===== src/rtl/ble_uart_pkg.sv =====
// Shared types and helpers for the Bluetooth-link UART receiver.
package ble_uart_pkg;

  typedef enum logic [2:0] {
    S_IDLE,
    S_START,
    S_DATA,
    S_PARITY,
    S_STOP
  } state_t;

  localparam int PAR_NONE = 0;
  localparam int PAR_EVEN = 1;
  localparam int PAR_ODD  = 2;

  // sys_clk cycles per oversampling tick, truncated
  function automatic int calc_div(input int clk_freq, input int baud, input int oversample);
    return clk_freq / (baud * oversample);
  endfunction

endpackage


===== src/rtl/ble_uart_rx_baud_tick_gen.sv =====
// Oversampling tick enable: one sys_clk pulse every DIV cycles, restartable.
module baud_tick_gen
  import ble_uart_pkg::*;
#(
  parameter int CLK_FREQ   = 50_000_000,
  parameter int BAUD       = 115200,
  parameter int OVERSAMPLE = 16
) (
  input  logic sys_clk,
  input  logic rst,
  input  logic restart,
  output logic tick
);

  localparam int DIV = calc_div(CLK_FREQ, BAUD, OVERSAMPLE);
  localparam int CW  = (DIV > 1) ? $clog2(DIV) : 1;

  logic [CW-1:0] cnt;

  assign tick = (cnt == CW'(DIV - 1));

  always_ff @(posedge sys_clk or posedge rst) begin
    if (rst)                 cnt <= '0;
    else if (restart || tick) cnt <= '0;
    else                     cnt <= cnt + 1'b1;
  end

endmodule


===== src/rtl/ble_uart_rx.sv =====
// UART receiver: synchronised input, validated start bit, mid-bit sampling,
// optional parity, frame/parity error flags qualified by rx_valid.
module ble_uart_rx
  import ble_uart_pkg::*;
#(
  parameter int CLK_FREQ   = 50_000_000,
  parameter int BAUD       = 115200,
  parameter int OVERSAMPLE = 16,
  parameter int DATA_BITS  = 8,
  parameter int PARITY     = 0
) (
  input  logic                 sys_clk,
  input  logic                 rst,
  input  logic                 ble_rxd,
  output logic [DATA_BITS-1:0] rx_data,
  output logic                 rx_valid,
  output logic                 rx_parity_err,
  output logic                 rx_frame_err,
  output logic                 rx_busy
);

  localparam int SW = $clog2(OVERSAMPLE);
  localparam int BW = (DATA_BITS > 1) ? $clog2(DATA_BITS) : 1;

  state_t               state, state_n;
  logic [1:0]           sync;
  logic                 rxd_s;
  logic                 tick, restart;
  logic [SW-1:0]        scnt;
  logic [BW-1:0]        bcnt;
  logic [DATA_BITS-1:0] shreg;
  logic                 par_err;
  logic                 mid_start, mid_bit, last_bit;

  assign rxd_s     = sync[1];
  assign mid_start = tick && (scnt == SW'(OVERSAMPLE/2 - 1));
  assign mid_bit   = tick && (scnt == SW'(OVERSAMPLE - 1));
  assign last_bit  = (bcnt == BW'(DATA_BITS - 1));
  assign rx_busy   = (state != S_IDLE);

  baud_tick_gen #(
    .CLK_FREQ  (CLK_FREQ),
    .BAUD      (BAUD),
    .OVERSAMPLE(OVERSAMPLE)
  ) u_tick (
    .sys_clk(sys_clk),
    .rst    (rst),
    .restart(restart),
    .tick   (tick)
  );

  always_ff @(posedge sys_clk or posedge rst) begin
    if (rst) state <= S_IDLE;
    else     state <= state_n;
  end

  // STOP returns to IDLE at mid-bit so a back-to-back start edge is not missed
  always_comb begin
    state_n = state;
    restart = 1'b0;
    case (state)
      S_IDLE:   if (!rxd_s) begin state_n = S_START; restart = 1'b1; end
      S_START:  if (mid_start) state_n = rxd_s ? S_IDLE : S_DATA;
      S_DATA:   if (mid_bit && last_bit) state_n = (PARITY != PAR_NONE) ? S_PARITY : S_STOP;
      S_PARITY: if (mid_bit) state_n = S_STOP;
      S_STOP:   if (mid_bit) state_n = S_IDLE;
      default:  state_n = S_IDLE;
    endcase
  end

  always_ff @(posedge sys_clk or posedge rst) begin
    if (rst) begin
      sync          <= 2'b11;
      scnt          <= '0;
      bcnt          <= '0;
      shreg         <= '0;
      par_err       <= 1'b0;
      rx_data       <= '0;
      rx_valid      <= 1'b0;
      rx_parity_err <= 1'b0;
      rx_frame_err  <= 1'b0;
    end else begin
      sync     <= {sync[0], ble_rxd};
      rx_valid <= 1'b0;
      if (state == S_IDLE) begin
        scnt    <= '0;
        bcnt    <= '0;
        par_err <= 1'b0;
      end else if (tick) begin
        scnt <= (mid_bit || (state == S_START && mid_start)) ? '0 : scnt + 1'b1;
        case (state)
          S_DATA: if (mid_bit) begin
            shreg <= {rxd_s, shreg[DATA_BITS-1:1]};
            bcnt  <= last_bit ? '0 : bcnt + 1'b1;
          end
          S_PARITY: if (mid_bit)
            par_err <= ((^shreg) ^ rxd_s) != (PARITY == PAR_ODD);
          S_STOP: if (mid_bit) begin
            rx_data       <= shreg;
            rx_frame_err  <= !rxd_s;
            rx_parity_err <= par_err;
            rx_valid      <= 1'b1;
          end
          default: ;
        endcase
      end
    end
  end

endmodule


===== config.mk =====
export PLATFORM = sky130hd
export DESIGN_NAME = ble_uart_rx
export DESIGN_NICKNAME = d
export VERILOG_FILES = /design/src/rtl/ble_uart_pkg.sv /design/src/rtl/ble_uart_rx_baud_tick_gen.sv /design/src/rtl/ble_uart_rx.sv
export SDC_FILE = /design/constraint.sdc
export NUM_CORES = 1
export LEC_CHECK = 0
export CORE_ASPECT_RATIO = 0.8
export CORE_MARGIN = 8
export CORE_UTILIZATION = 45
export DETAILED_ROUTE_END_ITERATION = 8
export PLACE_DENSITY_LB_ADDON = 0.3
export SLEW_MARGIN = 20
export SYNTH_ARGS = -nofsm -noshare
export SYNTH_HDL_FRONTEND = slang
export SYNTH_SLANG_ARGS = --single-unit

===== constraint.sdc =====
create_clock -name sys_clk -period 2.21 [get_ports sys_clk]
set_input_delay 0.221 -clock sys_clk [delete_from_list [all_inputs] [get_ports sys_clk]]
set_output_delay 0.221 -clock sys_clk [all_outputs]
set_load 0.02 [all_outputs]

### Word-level counts from Yosys, hierarchy flattened

Cells that the tools add are included.

* latch bits: 0
* memory bits (writable): 0
* register bits: 37
* memory bits (read-only): 0
* memories kept: 0
* input bits: 3
* logic and storage cells: 74

* reductions and logical operators: 19
* equality and inequality tests: 13
* divide/modulo/power cells: 0
* bitwise operators: 2
* $mul: 0
* shift operators: 0
* add/subtract/negate cells: 3
* magnitude comparators: 0
* mux-type cells: 26

Operator list (number)
* 3-bit 2-to-1 mux: 10
* 3-bit one-hot mux with 5 select lines: 1
* 4-bit 2-to-1 mux: 3
* 1-bit 2-to-1 mux: 10
* 2-bit != test (second input constant): 5
* 4-bit AND reduction: 2
* 2-bit nonzero test: 4
* 8-bit XOR reduction: 1
* 3-bit by 2-bit == test with 1-bit output (second input constant): 2
* 3-bit == test (second input constant): 2
* 3-bit AND reduction: 2
* 5-bit by 1-bit adder with 5-bit output (second input constant): 1
* 5-bit == test (second input constant): 1
* 5-bit 2-to-1 mux: 1
* 5-bit AND reduction: 1
* 4-bit by 1-bit adder with 4-bit output (second input constant): 1
* 4-bit by 3-bit == test with 1-bit output (second input constant): 1
* 4-bit == test (second input constant): 1
* 1-bit logical AND: 4
* 3-bit by 1-bit adder with 3-bit output (second input constant): 1
* 3-bit by 1-bit == test with 1-bit output (second input constant): 1
* 3-bit logical NOT: 1
* 3-bit nonzero test: 1
* 1-bit logical OR: 2
* 4 further kinds: 4

### Longest topological paths before layout

Gate-level depths: netlist (run 1).

* depth after elaboration: 7
* mapped depth: 7
* gate-level depth less buffers: 6

### By module

From an unflattened synthesis (run 1), not the netlist that was laid out.

* cell total of the unflattened synthesis: 141
* area total of the unflattened synthesis: 1767.9 sq um

Modules (own cells, without submodules)
* ble_uart_rx: sequential area each 803.3 sq um, cells each 118, times used 1, area an instance 1480.2 sq um
* baud_tick_gen: sequential area each 125.1 sq um, cells each 23, times used 1, area an instance 287.8 sq um

### Least setup slack after synthesis (run 1)

No wires, ideal clock.

* kind: register to register
* from: reg u_tick.cnt[0]
* to: reg shreg[0]
* required time: 2.085 ns
* path slack: 0.389 ns
* clock period less this slack: 1.821 ns
* setup time: 0.125 ns
* buffers on the path: 0
* cell stages (with the launch flop): 6
* arrival time: 1.696 ns
* path through: dfrtp_1 > inv_1 > ha_1 > nand4b_4 > nor4b_4 > mux2_2

* longest elaborated chain between the ends: 3

RTL lines
* start: declaration: line ble_uart_rx_baud_tick_gen.sv:18 `logic [CW-1:0] cnt;`
* start signal: assignment: line ble_uart_rx_baud_tick_gen.sv:25 `else cnt <= cnt + 1'b1;`
* 5-bit == test (*): line ble_uart_rx_baud_tick_gen.sv:20 `assign tick = (cnt == CW'(DIV - 1));`
* 1-bit logical AND: line ble_uart_rx.sv:37 `assign mid_bit = tick && (scnt == SW'(OVERSAMPLE - 1));`
* 4-bit AND reduction (no line) (*)
* end signal: assignment: line ble_uart_rx.sv:93 `shreg <= {rxd_s, shreg[DATA_BITS-1:1]};`
* end: declaration: line ble_uart_rx.sv:31 `logic [DATA_BITS-1:0] shreg;`

Mark *: on every way between the ends. The rest lies on a longest branch, timed or not.
A chain may end at the register's enable or synchronous reset.

### Final worst setup path (run 1)

* from: reg state[1]
* to: out rx_busy

* longest elaborated chain between the ends: 1

RTL lines
* start: declaration: line ble_uart_rx.sv:25 `state_t state, state_n;`
* start signal: assignment: line ble_uart_rx.sv:54 `else state <= state_n;`
* 3-bit nonzero test: line ble_uart_rx.sv:39 `assign rx_busy = (state != S_IDLE);`
* end: declaration: line ble_uart_rx.sv:19 `output logic rx_busy`

No other way between the ends.

==> impl_metrics.env, run 1 <==
export IMPL_wl_per_cell_um=14.24
export IMPL_diodes=0
export IMPL_ys_flop_type="dfrtp_1"
export IMPL_dieArea_um2=6119
export IMPL_gp_congestion=0.8437
export IMPL_critPathKind="flip-flop to output pin"
export IMPL_cts_root_buf="clkbuf_8"
export IMPL_cts_sinks=37
export IMPL_fin_crit_ps=2005
export IMPL_hold_violations=0
export IMPL_ys_seq_area_share_pct=53.42
export IMPL_netlist_cell_type_count=34
export IMPL_dpl_hpwl_mm=2.223
export IMPL_rsz0062_at_grt="false"
export IMPL_synthCells=144
export IMPL_dieHeight_um=71.59
export IMPL_core_area_um2=3754
export IMPL_synth_nets=152
export IMPL_whs_ps=341.1
export IMPL_via_per_inst=5.300
export IMPL_slew_headroom_pct=67.75
export IMPL_cts_tree="built"
export IMPL_htree_levels=2
export IMPL_avgSynthCellArea_um2=12.07
export IMPL_grt_pass1_vias=1142
export IMPL_setup_tns_ps=0
export IMPL_drt_initial_drc_count=95
export IMPL_ys_warn_count=0
export IMPL_max_freq_mhz=498.8
export IMPL_p_clk_share_pct=42.1
export IMPL_yosysMostFrequentCell="dfrtp_1"
export IMPL_switching_share_pct=20.32
export IMPL_yosys_area_top_type_share_pct=50.40
export IMPL_p_leak_uw=0.0009827
export IMPL_yosys_top_cells_area="dfrtp_1 (50%), mux2_2 (11%), ha_1 (3.6%)"
export IMPL_cts_resized_gates=0
export IMPL_top_level_ports=15
export IMPL_ctsHoldBuffers=0
export IMPL_route_detailed_drc=0
export IMPL_grt_max_degree=38
export IMPL_die_w_um=85.48
export IMPL_switchingPower_uw=247.1
export IMPL_peakVddDrop_mv=0.4260
export IMPL_grt_pass1_wl_mm=5.250
export IMPL_fin_skew_ps=3.289
export IMPL_tightest_slew_ps=478.7
export IMPL_cts_clk_slew_worst_paths_ps=70
export IMPL_synth_commonest_cells="dfrtp_1 (35), mux2_2 (17), nor2_1 (14)"
export IMPL_drive_above_1_share_pct=22.29
export IMPL_fin_crit_sh_pct=90.71
export IMPL_startpoint_type="flip-flop"
export IMPL_row_count=20
export IMPL_critPathRequiredTime_ps=1990
export IMPL_firstDrtPassIters=4
export IMPL_power_density_nw_per_um2=599.3
export IMPL_area_growth_pct=16.77
export IMPL_hold_path_class="input pin to flip-flop"
export IMPL_postRouteAntennaNets=0
export IMPL_routed_wirelength_mm=2.991
export IMPL_initial_core_util_pct=46.30
export IMPL_critPathMaxFanout=11
export IMPL_nets=173
export IMPL_postCtsSetupBuffers=0
export IMPL_endpoint_kind="output pin"
export IMPL_cts_buffer_depth=2
export IMPL_cts_made_buffers=5
export IMPL_yosys_area_top_type="dfrtp_1"
export IMPL_ys_ff_latch=37
export IMPL_arrival_ps=1780
export IMPL_antenna_found_initial=0
export IMPL_power_frac_comb_pct=1.8
export IMPL_vias=1113
export IMPL_maxCapViolations=0
export IMPL_clk_latency_ps=280
export IMPL_grt_overflow=0
export IMPL_slew_violations=0
export IMPL_setup_viol=0
export IMPL_outcome="completed"
export IMPL_io_buffers=14
export IMPL_async_flop_share_pct=100.0
export IMPL_synth_area_um2=1738
export IMPL_pwr_share_seq_pct=56.1
export IMPL_synth_edf_count=0
export IMPL_gr_usage_all_layers_pct=10.85
export IMPL_p_int_uw=969.2
sequential cells by signal, indices dropped and copies added (netlist names):
name,cells
u_tick.cnt,5
rx_parity_err,1
sync,2
par_err,1
rx_valid,1
scnt,4
rx_frame_err,1
state,3
rx_data,8
bcnt,3
shreg,8
through the flow:
stage	utilization [%]	cells	power, µW	area [µm²]	setup WS [ps]
after floorplan	-	144	708.1	1738	388.9
after global placement	51.37	202	717.4	1928	445.3
after detailed placement	51.37	202	718.2	1928	401.3
after CTS	54.07	210	1232	2029	184.8
after global routing	54.07	210	1264	2029	66.04
final	54.07	210	1216	2029	205.3
path summary, 6_finish.rpt:
kind,from,to,slack (ps),cells after the start
setup / recovery,state[1],rx_busy,210,3
hold / removal,ble_rxd,sync[0],340,1
setup reg to reg,u_tick.cnt[0],shreg[7],400,6
hold reg to reg,sync[0],sync[1],360,0
max in group asynchronous,rst,sync[1],1520,3
min in group asynchronous,rst,rx_data[5],350,3
layout make-up:
type	instances	area, µm²
fillers	335	1724
flip-flops and latches	37	928.4
multi-input cells	97	752.0
repair buffers	18	170.2
clock buffers	7	96.34
well taps	44	55.05
inverters	6	22.52
clock inverters	1	5.005
power groups by stage:
| stage | Clock (µW) | Sequential [µW] | Combinational, µW |
|---|---|---|---|
| 3_5_place_dp | 0 | 695 | 23.0 |
| 3_3_place_gp | 0 | 695 | 22.2 |
| 4_1_cts | 527 | 682 | 23.1 |
| 6_report | 512 | 682 | 21.5 |
| 2_1_floorplan | 0 | 694 | 13.7 |
| 5_1_grt | 556 | 682 | 25.5 |
cell usage in the layout, fill, tap and decap left out:
master	netlist	layout
a211o_2	2	2
a21oi_1	2	2
a22o_1	4	4
a2bb2oi_1	1	1
a31oi_1	1	1
and2_1	1	1
and3_1	1	1
and4b_2	1	1
buf_4	1	4
clkbuf_8	0	7
clkdlybuf4s50_1	0	14
clkinv_2	0	1
dfrtp_1	35	35
dfstp_2	2	2
ha_1	5	5
inv_1	6	6
mux2_2	17	17
mux2i_1	1	1
nand2_1	10	10
nand3_1	5	5
nand3b_1	1	1
nand4_1	1	1
nand4b_4	1	1
nor2_1	14	14
nor2b_1	1	1
nor3_1	2	2
nor4b_1	1	1
nor4b_4	1	1
o21ai_0	9	9
o21ai_1	1	1
o31ai_1	1	1
or2_2	1	1
xnor2_1	6	6
xnor3_1	1	1
xor2_1	5	5
cell families after synthesis:
group,synth area share (%)
AO/OA/AOI/OAI,7.919
XOR/XNOR,6.839
adder cells (fa/ha/maj),3.600
buffers and inverters,3.311
flip-flops,53.42
multiplexers,11.59
AND/OR/NAND/NOR,13.32
critical path, stage by stage (launching register included):
cell and delay, ps:
dfrtp_1 480, nor3_1 360, inv_1 100, clkdlybuf4s50_1 550
metal layers:
metal  share of wire, %  routed length, µm  track usage (%)
met3                4.2                127            3.886
met5                  0                  0                0
met2                 45               1344            16.92
met4                1.5                 46            4.651
met1                 49               1472            13.24
Note: power is estimated with default switching activity, not from simulation.
==> inputs of run 2 (changes only) <==
--- a/config.mk
+++ b/config.mk
@@ -9,7 +9,9 @@
 export CORE_MARGIN = 8
 export CORE_UTILIZATION = 45
 export DETAILED_ROUTE_END_ITERATION = 8
+export GPL_ROUTABILITY_DRIVEN = 1
 export PLACE_DENSITY_LB_ADDON = 0.3
+export SETUP_SLACK_MARGIN = 0.02
 export SLEW_MARGIN = 20
 export SYNTH_ARGS = -nofsm -noshare
 export SYNTH_HDL_FRONTEND = slang
==> results of run 2 <==
The final DEF is identical to that of run 1; final timing and power are the same.
==> inputs of run 3 (changes only) <==
--- a/config.mk
+++ b/config.mk
@@ -9,7 +9,7 @@
 export CORE_MARGIN = 8
 export CORE_UTILIZATION = 45
 export DETAILED_ROUTE_END_ITERATION = 8
-export GPL_ROUTABILITY_DRIVEN = 1
+export GPL_ROUTABILITY_DRIVEN = 0
 export PLACE_DENSITY_LB_ADDON = 0.3
 export SETUP_SLACK_MARGIN = 0.02
 export SLEW_MARGIN = 20
==> results of run 3 <==
The final DEF is identical to that of run 1; final timing and power are the same.
